$ cat config.mk
export PLATFORM = sky130hd
export DESIGN_NAME = mem_ctrl
export DESIGN_NICKNAME = d
export VERILOG_FILES = /design/src/rtl/mem_ctrl.sv
export SDC_FILE = /design/constraint.sdc
export NUM_CORES = 1
export LEC_CHECK = 0
export CAP_MARGIN = 20
export CORE_MARGIN = 3
export CORE_UTILIZATION = 45
export CTS_CLUSTER_SIZE = 16
export DETAILED_ROUTE_END_ITERATION = 6
export GPL_ROUTABILITY_DRIVEN = 0
export HOLD_SLACK_MARGIN = 0.03
export PLACE_DENSITY = 0.83
export SKIP_CTS_REPAIR_TIMING = 1
export SYNTH_ARGS = -nofsm -noshare
export SYNTH_HDL_FRONTEND = slang
export SYNTH_SLANG_ARGS = --single-unit
export TNS_END_PERCENT = 30
$ cat constraint.sdc
create_clock -name clk -period 2.3 [get_ports clk]
set_input_delay 0.46 -clock clk [delete_from_list [all_inputs] [get_ports clk]]
set_output_delay 0.46 -clock clk [all_outputs]
set_load 0.02 [all_outputs]
$ cat src/rtl/mem_ctrl.sv
// mem_ctrl: serialises IF word fetches and MEM byte/half/word loads and
// stores onto a byte-wide synchronous RAM port. MEM requests win over IF,
// and a store wins over a load. Each finished transaction is reported with
// a one-cycle done pulse on the port that issued it.
module mem_ctrl #(
    parameter int RAM_ADDR_WIDTH = 17
) (
    input  logic                      clk,
    input  logic                      rst,
    input  logic                      rdy,
    input  logic                      if_re_i,
    input  logic [31:0]               if_addr_i,
    output logic [31:0]               if_data_o,
    output logic                      if_busy_o,
    output logic                      if_done_o,
    input  logic                      mem_re_i,
    input  logic                      mem_we_i,
    input  logic [31:0]               mem_addr_i,
    input  logic [1:0]                mem_width_i,
    input  logic [31:0]               mem_data_i,
    output logic [31:0]               mem_data_o,
    output logic                      mem_busy_o,
    output logic                      mem_done_o,
    output logic [RAM_ADDR_WIDTH-1:0] ram_a_o,
    output logic [7:0]                ram_dout_o,
    output logic                      ram_wr_o,
    input  logic [7:0]                ram_din_i
);

    typedef enum logic [1:0] {
        S_IDLE  = 2'd0,
        S_READ  = 2'd1,
        S_WRITE = 2'd2
    } state_t;

    state_t                    state_q,    state_d;
    logic                      src_mem_q,  src_mem_d;   // read source: 1 = MEM, 0 = IF
    logic [RAM_ADDR_WIDTH-1:0] base_q,     base_d;      // latched request address
    logic [RAM_ADDR_WIDTH-1:0] ram_a_q,    ram_a_d;
    logic [2:0]                len_q,      len_d;       // byte count N (1, 2 or 4)
    logic [2:0]                cnt_q,      cnt_d;       // cycles spent in READ/WRITE
    logic [23:0]               wdata_q,    wdata_d;     // store bytes not yet driven
    logic [31:0]               rbuf_q,     rbuf_d;      // read bytes gathered so far
    logic [31:0]               if_data_q,  if_data_d;
    logic [31:0]               mem_data_q, mem_data_d;
    logic [7:0]                dout_q,     dout_d;
    logic                      wr_q,       wr_d;
    logic                      if_done_q,  if_done_d;
    logic                      mem_done_q, mem_done_d;
    logic [2:0]                nxt;

    // Address bits above the RAM width are dropped on purpose.
    logic unused_addr_bits;
    assign unused_addr_bits = ^{if_addr_i[31:RAM_ADDR_WIDTH], mem_addr_i[31:RAM_ADDR_WIDTH]};

    function automatic logic [2:0] width_to_len(input logic [1:0] w);
        case (w)
            2'b00:   return 3'd1;
            2'b01:   return 3'd2;
            default: return 3'd4;
        endcase
    endfunction

    // Next-state logic; everything holds while rdy is low.
    always_comb begin
        state_d    = state_q;
        src_mem_d  = src_mem_q;
        base_d     = base_q;
        ram_a_d    = ram_a_q;
        len_d      = len_q;
        cnt_d      = cnt_q;
        wdata_d    = wdata_q;
        rbuf_d     = rbuf_q;
        if_data_d  = if_data_q;
        mem_data_d = mem_data_q;
        dout_d     = dout_q;
        wr_d       = wr_q;
        if_done_d  = if_done_q;
        mem_done_d = mem_done_q;
        nxt        = cnt_q + 3'd1;

        if (rdy) begin
            if_done_d  = 1'b0;
            mem_done_d = 1'b0;
            case (state_q)
                S_IDLE: begin
                    if (mem_we_i) begin
                        state_d = S_WRITE;
                        len_d   = width_to_len(mem_width_i);
                        cnt_d   = 3'd0;
                        base_d  = mem_addr_i[RAM_ADDR_WIDTH-1:0];
                        ram_a_d = mem_addr_i[RAM_ADDR_WIDTH-1:0];
                        dout_d  = mem_data_i[7:0];
                        wdata_d = mem_data_i[31:8];
                        wr_d    = 1'b1;
                    end else if (mem_re_i) begin
                        state_d   = S_READ;
                        src_mem_d = 1'b1;
                        len_d     = width_to_len(mem_width_i);
                        cnt_d     = 3'd0;
                        base_d    = mem_addr_i[RAM_ADDR_WIDTH-1:0];
                        ram_a_d   = mem_addr_i[RAM_ADDR_WIDTH-1:0];
                        rbuf_d    = 32'd0;
                    end else if (if_re_i) begin
                        state_d   = S_READ;
                        src_mem_d = 1'b0;
                        len_d     = 3'd4;
                        cnt_d     = 3'd0;
                        base_d    = if_addr_i[RAM_ADDR_WIDTH-1:0];
                        ram_a_d   = if_addr_i[RAM_ADDR_WIDTH-1:0];
                        rbuf_d    = 32'd0;
                    end
                end
                S_READ: begin
                    // RAM data lags the address by one edge, so lane k
                    // arrives when cnt_q == k+1.
                    cnt_d = nxt;
                    for (int i = 0; i < 4; i++) begin
                        if (cnt_q == 3'(i + 1)) begin
                            rbuf_d[8*i +: 8] = ram_din_i;
                        end
                    end
                    if (nxt < len_q) begin
                        ram_a_d = base_q + RAM_ADDR_WIDTH'(nxt);
                    end
                    if (cnt_q == len_q) begin
                        state_d = S_IDLE;
                        if (src_mem_q) begin
                            mem_data_d = rbuf_d;
                            mem_done_d = 1'b1;
                        end else begin
                            if_data_d = rbuf_d;
                            if_done_d = 1'b1;
                        end
                    end
                end
                S_WRITE: begin
                    if (nxt == len_q) begin
                        state_d    = S_IDLE;
                        wr_d       = 1'b0;
                        mem_done_d = 1'b1;
                    end else begin
                        cnt_d   = nxt;
                        ram_a_d = base_q + RAM_ADDR_WIDTH'(nxt);
                        dout_d  = wdata_q[7:0];
                        wdata_d = {8'h00, wdata_q[23:8]};
                    end
                end
                default: begin
                    state_d = S_IDLE;
                    wr_d    = 1'b0;
                end
            endcase
        end
    end

    // State and output registers; reset aborts any transaction at once.
    always_ff @(posedge clk or negedge rst) begin
        if (!rst) begin
            state_q    <= S_IDLE;
            src_mem_q  <= 1'b0;
            base_q     <= '0;
            ram_a_q    <= '0;
            len_q      <= 3'd0;
            cnt_q      <= 3'd0;
            wdata_q    <= 24'd0;
            rbuf_q     <= 32'd0;
            if_data_q  <= 32'd0;
            mem_data_q <= 32'd0;
            dout_q     <= 8'd0;
            wr_q       <= 1'b0;
            if_done_q  <= 1'b0;
            mem_done_q <= 1'b0;
        end else begin
            state_q    <= state_d;
            src_mem_q  <= src_mem_d;
            base_q     <= base_d;
            ram_a_q    <= ram_a_d;
            len_q      <= len_d;
            cnt_q      <= cnt_d;
            wdata_q    <= wdata_d;
            rbuf_q     <= rbuf_d;
            if_data_q  <= if_data_d;
            mem_data_q <= mem_data_d;
            dout_q     <= dout_d;
            wr_q       <= wr_d;
            if_done_q  <= if_done_d;
            mem_done_q <= mem_done_d;
        end
    end

    // IF also sees busy when a MEM request is about to win arbitration.
    assign if_busy_o  = (state_q != S_IDLE) | mem_re_i | mem_we_i;
    assign mem_busy_o = (state_q != S_IDLE);
    assign if_data_o  = if_data_q;
    assign if_done_o  = if_done_q;
    assign mem_data_o = mem_data_q;
    assign mem_done_o = mem_done_q;
    assign ram_a_o    = ram_a_q;
    assign ram_dout_o = dout_q;
    assign ram_wr_o   = wr_q & rdy;

endmodule

* Word level (Yosys, flattened, before mapping)
Cells that the tools add are included.
** Storage, ports and cells
- Register bits after elaboration :: 174
- Input port bits :: 112
- Output and inout bits :: 94
** Cells by class
- $add $sub $neg :: 2
- $lt $le $gt $ge :: 1
- Eq/ne operators :: 17
- Multiplexer cells :: 47
- Bitwise logic cells :: 6
- Reductions and logical operators :: 18
** Operators by type and width (number)
- $mux W32 :: 3
- $mux W17 :: 5
- $pmux W32 S2 :: 1
- $pmux W17 S3 :: 1
- $mux W24 :: 2
- $mux W8 :: 6
- $pmux W24 S2 :: 1
- $reduce_and A4 Y1 :: 8
- $mux W3 :: 7
- $add A17 B3 Y17 :: 1
- $pmux W8 S2 :: 1
- $ne A2 B2 Y1 const B :: 6
- $mux W1 :: 10
- $mux W2 :: 5
- $pmux W3 S3 :: 1
- $reduce_bool A2 Y1 :: 4
- $eq A3 B2 Y1 const B :: 2
- $eq A3 B3 Y1 :: 2
- $pmux W2 S3 :: 1
- $pmux W3 S2 :: 1
- $reduce_bool A3 Y1 :: 2
- $reduce_and A5 Y1 :: 1
- $eq A2 B1 Y1 const B :: 2
- $logic_not A2 Y1 :: 2
- other kinds (13) :: 16

* Logic depth before layout (Yosys ltp)
Gate-level depths: netlist of the first run.
- Word-level depth :: 4
- Gate-level depth with buffers :: 11
- Gate-level depth less buffers :: 9

* Worst setup path after synthesis of the first run
No wires, ideal clock.
- Kind :: reg2reg
- Start :: register cnt_q[0]
- End :: register ram_a_q[0] (netlist: ram_a_o[0])
- Arrival time :: 2.447 ns
- Required time :: 2.175 ns
- Setup slack :: -0.272 ns
- Stages on the path, launching flop included :: 11
- Buffers on the path :: 1
- Period minus slack after synthesis :: 2.572 ns
- Path through :: dfrtp_1 -> ha_1 -> ha_1 -> inv_1 -> ha_1 -> nand3_1 -> o21ai_1 -> a211o_2 -> a21oi_4 -> buf_6 -> mux2_2
** Between the ends
- Word-level cells in the longest chain between the ends :: 4
- Elaborated cells between the ends (all ways) :: 10
- Those cells by class :: add/sub: 2; order compare: 1; eq/ne: 3; mux: 3; reduce/logical: 1
** RTL lines
- start, declared :: RTL line 41 : logic [2:0] cnt_q, cnt_d;
- start signal, assigned :: RTL line 180 : cnt_q <= cnt_d;
- $add A3 B1 Y3 * :: RTL line 80 : nxt = cnt_q + 3'd1;
- $add A17 B3 Y17, or another cell as far along :: RTL line 124, 144
- $mux W17, or another cell as far along :: RTL line 138 : if (nxt == len_q) begin
- $pmux W17 S3 or $reduce_and A5 Y1 (tied branches)
- end signal, assigned :: RTL line 178 : ram_a_q <= ram_a_d;
- end, declared :: RTL line 39 : logic [RAM_ADDR_WIDTH-1:0] ram_a_q, ram_a_d;
Every way passes the cells marked *; elsewhere a longest branch is shown, timed or not. The select of a mux whose other input is x is not followed.
A chain may end at the register's enable or synchronous reset.

* Worst setup path after layout of the first run
- Start :: register cnt_q[0]
- End :: register ram_a_q[16] (netlist: ram_a_o[16])
Same word-level chain as after synthesis.

==> results.yml, run 1 <==
pwr:
  power_density_mw_per_mm2: 1310
  switchingPower_w: 0.00566
  switching_share_pct: 37.6
  p_comb_share_pct: 48.0
  power_frac_clock_pct: 18.4
  p_int_w: 0.00941
  peakVddDrop_uv: 729
  p_total_w: 0.0151
  leakagePower_nw: 5.24
  pwr-share-seq_pct: 33.6
synthesis:
  ys_ff_latch: 174
  syn_area_mm2: 0.00822
  yosys.area.top_type: "dfrtp_1"
  async_reset_ff_share_pct: 100
  syn_nets: 909
  netlist_instances: 780
  syn_avg_cell_area_um2: 10.5
  synth-simple-area-share_pct: 10.6
  synth_cell_types: 55
  synth-xor-area-share_pct: 1.38
  synth_top_flop_cell: "dfrtp_1"
  synth-warning-count: 0
  seq_area_frac_synth_pct: 53.0
  synth-compound-area-share_pct: 18.0
  synth-edff-count: 0
  synthMuxAreaShare_pct: 10.7
  synth_fa_ha_area_share_pct: 2.68
  yosys-top-cells-area: "dfrtp_1 53%, mux2i_1 6.8%, nand2_1 5.8%"
  synth_top_family_by_area: "compound AO/OA/AOI/OAI gates"
  yosysTopAreaCellShare_pct: 53.0
setup_path:
  critPathMaxStageDelay_ps: 450
  cpMostUsedCell: "ha_4"
  worstPathCellList: "ha_4 > ha_4 > inv_4 > ha_4 > nand3_4 > o21ai_2 > a211o_2 > a21oi_4 > clkbuf_16 > mux2_4"
  worst_path_max_delay_cell: "dfrtp_2"
  critPathMaxFanout: 6
  criticalPathCategory: "reg2reg"
  arrival_ps: 2780
  required_ps: 2610
  cp-start-kind: "flip-flop"
  endpoint_kind: "flip-flop"
route:
  vias_per_cell: 5.46
  wl_per_cell_um: 16.9
  drt_wl_total_um: 20800
  num_vias: 6726
  postRouteAntennaNets: 0
  drtIter0Drc: 353
  drc: 0
  firstDrtPassIters: 5
sta:
  fmax_ghz: 0.405
  period_needed_ps: 2470
  finalCritPeriodShare_pct: 107
  maxSlewViolCount: 0
  finalHoldViolCount: 0
  setup_violations: 17
  maxSlewHeadroom_pct: 61.1
  worst_pin_slew_ps: 582
  skew_ps: 10.1
  rsz0062_at_grt: "true"
  setup_ws_ps: -172
  fin_hold_ws_ps: 4.87
finish:
  drive_gt1_share_pct: 15.4
  layout_common_cells: "172 x dfrtp_1, 172 x clkdlybuf4s50_1, 124 x nand2_1"
  fin_nets: 1122
  area_growth_pct: 39.6
  diodes: 0
die:
  initial_core_util_pct: 46.7
  die_area_mm2: 0.0199
  die_h_um: 141
  std_cell_rows: 48
  ioPinCount: 206
  core_area_mm2: 0.0176
  die_width_um: 141
clocking:
  cts_made_buffers: 17
  htree_num_levels: 4
  clockRootBuffer: "clkbuf_16"
  cts_tree: "done"
  clockBufferDepth: 2
  cts_sinks: 174
  clkSlewWorstSetupHoldPaths_ps: 70
  clk_latency_ps: 430
worst_hold_path:
  hold_path.class: "in2async"
global_routing:
  grt_max_degree: 61
  antenna_found_initial: 0
  grt_pass1_vias: 6691
  grt-ovfl-total: 0
  track_usage_pct: 21.0
  grt_pass1_wl_um: 33700
placed_design:
  dp.final_hpwl_um: 14700
  numPortBuffers: 175
flow_run:
  cap_violations: 0
run_status:
  violations: "negative setup slack"
  status: "complete, but fails checks"
layout make-up:
cell class                 instances  area, µm²
clock inverter                    11        110
multi-input combinational        542       3800
timing repair buffer             239       2400
clock buffer                      21        460
inverter                          19       73.8
fill                            1337       6120
sequential                       174       4360
tap                              225        282
per-stage QoR:
step / area, µm² / worst slack (ps) / utilization, % / setup TNS [ps] / std cells
after floorplan: 8290 / -158 / - / -1350 / 780
after global placement: 10700 / -241 / 60.6 / -1480 / 1192
after detailed placement: 10700 / -315 / 60.6 / -2630 / 1192
after CTS: 11200 / -366 / 63.9 / -3300 / 1224
after global routing: 11500 / -234 / 65.2 / -5080 / 1231
final: 11500 / -172 / 65.2 / -2390 / 1231
cell usage after synthesis (2+ instances only):
cell       instances
a211oi_1           3
a21o_1            25
a21oi_1           27
a22o_1            39
a31oi_1           31
and2_1             4
and3_1             4
and4_1             2
buf_1              3
buf_2             10
buf_6              2
buf_8              3
clkbuf_1          26
dfrtp_1          174
ha_1              16
inv_1             18
mux2_2            27
mux2i_1           56
nand2_1          126
nand2b_1           9
nand3_1            6
nor2_1            36
nor2b_1            5
nor3_1             2
o2111ai_1          3
o211ai_1           2
o21ai_0           80
o21ai_1            2
o31ai_1            2
xnor2_1            5
xor2_1             8
power groups by stage:
| stage | Clock [W] | Combinational [W] | Sequential [W] |
|---|---|---|---|
| 2_1_floorplan | 0 | 0.00328 | 0.00569 |
| 3_3_place_gp | 0 | 0.00659 | 0.00504 |
| 3_5_place_dp | 0 | 0.00678 | 0.00508 |
| 4_1_cts | 0.00283 | 0.00685 | 0.00504 |
| 5_1_grt | 0.00294 | 0.00787 | 0.00522 |
| 6_report | 0.00277 | 0.00723 | 0.00507 |
sequential cells by signal (all words and copies together), names as in the netlist:
| register | cells |
|---|---|
| if_data_o | 32 |
| wdata_q | 24 |
| src_mem_q | 1 |
| state_q | 2 |
| ram_dout_o | 8 |
| ram_a_o | 17 |
| len_q | 3 |
| cnt_q | 3 |
| wr_q | 1 |
| base_q | 17 |
| mem_done_o | 1 |
| rbuf_q | 32 |
| mem_data_o | 32 |
| if_done_o | 1 |
critical path, delay by kind of cell (launching register included):
kind            cells  cell delay (ps)
simple gates        1               60
fa+ha+maj           3              660
flops               1              450
compound gates      3              620
buf+inv             2              270
mux                 1              290
kinds of logic (layout without fill, tap and decap cells):
kind of cell               after synthesis  count (layout)
buffers and inverters                   64             290
adders and majority gates               17              17
DFF                                    174             174
and+or+nand+nor                        200             200
muxes                                   84              84
AOI/OAI and AO/OA                      228             228
xor gates and xnor gates                13              13
final timing paths:
check | from | endpoint | slack, ps | depth (start not counted)
min in group clk | mem_data_o[26] | mem_data_o[26] | 480 | 1
worst max-delay path | cnt_q[0] | ram_a_o[16] | -170 | 10
worst max register to register | cnt_q[0] | ram_a_o[16] | -170 | 10
max in group asynchronous | rst | state_q[1] | 1550 | 2
worst min-delay path | rst | if_data_o[17] | 5 | 1
worst min register to register | mem_data_o[26] | mem_data_o[26] | 480 | 1
per-layer routing:
metal	share of wire, %	up-vias	global-route usage (%)	wire length (µm)
met5	0	-	0	0
met4	2.9	0	8.11	599
met3	5.9	40	4.48	1240
met2	49	235	35.0	10200
met1	42	3236	26.8	8800
li1	-	3215	-	-
(Power assumes the default switching activity.)
==> run 2: changes to the inputs <==
CTS_CLUSTER_DIAMETER = 40   (was not set)
==> results of run 2 <==
Final layout, timing and power as in run 1 (identical DEF).
==> run 3: changes to the inputs <==
--- a/config.mk
+++ b/config.mk
@@ -8,5 +8,5 @@
 export CAP_MARGIN = 20
 export CORE_MARGIN = 3
-export CORE_UTILIZATION = 45
+export CORE_UTILIZATION = 30
 export CTS_CLUSTER_DIAMETER = 40
 export CTS_CLUSTER_SIZE = 16
@@ -14,6 +14,7 @@
 export GPL_ROUTABILITY_DRIVEN = 0
 export HOLD_SLACK_MARGIN = 0.03
-export PLACE_DENSITY = 0.83
+export PLACE_DENSITY = 0.61
 export SKIP_CTS_REPAIR_TIMING = 1
+export SLEW_MARGIN = 30
 export SYNTH_ARGS = -nofsm -noshare
 export SYNTH_HDL_FRONTEND = slang
==> constraint.sdc (replaced) <==
create_clock -name clk -period 2.3 [get_ports clk]
set_input_delay 0.46 -clock clk [delete_from_list [all_inputs] [get_ports clk]]
set_output_delay 0.46 -clock clk [all_outputs]
set_load 0.01 [all_outputs]
==> run 3 against run 2 <==
Utilization down 21 points. Sequential power about the same. First-iteration DRC count up 0.85%. Critical path depth unchanged. Largest cell class unchanged. Non-clock buffer count up 3. Critical endpoint is now ram_a_o[7]. Final cell count up 9.2%. The run still ends with negative setup slack left. Largest power group unchanged. Final area up 1.1%. Clock skew up 3.1 ps. Wire length up 7.4%. Die area up 48%. Register-to-register slack better by 30 ps. Clock power up 3%.
==> results.yml, run 3 (synthesized netlist as in run 1, its figures left out) <==
sta:
  setup_ws_ps: -138
  fin_hold_ws_ps: 479
  maxSlewViolCount: 0
  skew_ps: 13.2
  maxSlewHeadroom_pct: 62.2
  period_needed_ps: 2440
  setup_violations: 17
  tns_ps: -1850
  finalCritPeriodShare_pct: 106
  rsz0062_at_grt: "true"
  worst_pin_slew_ps: 567
  fmax_ghz: 0.410
  finalHoldViolCount: 0
route:
  drc: 0
  wl_per_cell_um: 16.6
  firstDrtPassIters: 4
  num_vias: 6620
  vias_per_cell: 4.93
  wl_met2_um: 10600
  wl_met3_um: 1300
  drt_wl_total_um: 22400
  postRouteAntennaNets: 0
  wl_met1_um: 10200
  routed.top_layer: "met5"
  drtIter0Drc: 356
clocking:
  cts_sinks: 174
  clk_latency_ps: 420
  clkSlewWorstSetupHoldPaths_ps: 70
  cts_tree: "done"
  clockBufferDepth: 2
  htree_num_levels: 4
  cts_made_buffers: 17
  clockRootBuffer: "clkbuf_16"
pwr:
  p_total_w: 0.0145
  switching_share_pct: 35.9
  pwr-share-seq_pct: 35.0
  p_comb_share_pct: 45.3
  power_density_mw_per_mm2: 1250
  power_frac_clock_pct: 19.7
  peakVddDrop_uv: 541
  p_int_w: 0.00927
  switchingPower_w: 0.00519
  leakagePower_nw: 5.23
die:
  core_area_mm2: 0.0265
  initial_core_util_pct: 31.0
  die_h_um: 172
  die_area_mm2: 0.0294
  std_cell_rows: 59
  die_width_um: 172
  ioPinCount: 206
setup_path:
  required_ps: 2610
  reg2reg_slack_ps: -140
  criticalPathCategory: "reg2reg"
  cp-start-kind: "flip-flop"
  arrival_ps: 2740
  critPathMaxFanout: 10
  crit_start: "cnt_q[0]"
  worstSetupEndpoint: "ram_a_o[7]"
  r2r-start: "cnt_q[0]"
  endpoint_kind: "flip-flop"
  crit-reg2reg-capture: "ram_a_o[7]"
  r2r.worst_path.cells: 10
global_routing:
  grt_pass1_wl_um: 35100
  track_usage_pct: 15.1
  grt_pass1_vias: 6516
  antenna_found_initial: 2
  grt_max_degree: 65
  grt-ovfl-total: 0
finish:
  multi_input_area_mm2: 0.00378
  fin_nets: 1125
  area_growth_pct: 41.1
  diodes: 0
  seq_area_mm2: 0.00436
  layout_common_cells: "173 x dfrtp_1, 172 x clkdlybuf4s50_1, 124 x nand2_1"
  final_common_cell: "dfrtp_1"
  fillers: 2530
  drive_gt1_share_pct: 15.7
flow_run:
  cap_violations: 0
run_status:
  status: "complete, but fails checks"
  violations: "negative setup slack"
worst_hold_path:
  hold_path.class: "reg2reg"
placed_design:
  numPortBuffers: 175
  dp.final_hpwl_um: 15900
[run 3: area by class of cell]
cell class                 instances  area share [%]
clock inverter                    13            1.11
sequential                       174            37.5
tap                              335            3.61
inverter                          19           0.636
multi-input combinational        542            32.6
timing repair buffer             242            20.7
clock buffer                      19            3.82
[run 3: power by group through the flow]
stage	Combinational [W]	Sequential (W)	Clock (W)
after floorplan	0.00326	0.00521	0
after global placement	0.00627	0.00505	0
after detailed placement	0.00636	0.00510	0
after CTS	0.00639	0.00505	0.00293
after global routing	0.00727	0.00522	0.00304
final	0.00656	0.00506	0.00284
[run 3: metrics by stage]
| stage | cells | area [µm²] | worst slack [ps] | utilization (%) |
|---|---|---|---|---|
| floorplan | 780 | 8290 | -158 | - |
| global placement | 1308 | 10800 | -143 | 40.9 |
| detailed placement | 1308 | 10800 | -183 | 40.9 |
| CTS | 1340 | 11400 | -193 | 43.1 |
| global route | 1344 | 11600 | -210 | 43.8 |
| finish | 1344 | 11600 | -138 | 43.8 |
[run 3: worst max-delay path, cell delays in order (launching register included)]
cell,delay [ps]
dfrtp_1,430
ha_4,190
ha_4,270
inv_4,50
ha_4,220
nand3_4,60
o21ai_2,60
a211o_2,350
a21oi_4,180
buf_12,170
mux2_2,330
[run 3: worst min path at each step]
stage,depth (start not counted),slack [ps],endpoint,startpoint
final,2,480,ram_dout_o[2],ram_dout_o[2]
after global routing,1,500,mem_data_o[10],mem_data_o[10]
after CTS,1,10,if_data_o[20],rst
after detailed placement,1,470,if_data_o[20],rst
after global placement,2,460,wdata_q[8],wdata_q[8]
after floorplan,0,160,base_q[0],rst
[run 3: metal layers]
metal  vias to the layer above  global-route usage, %
met1                      3210                   20.8
met5                         -                      0
met3                        23                   3.70
met2                       175                   24.3
li1                       3208                      -
met4                         4                   3.39
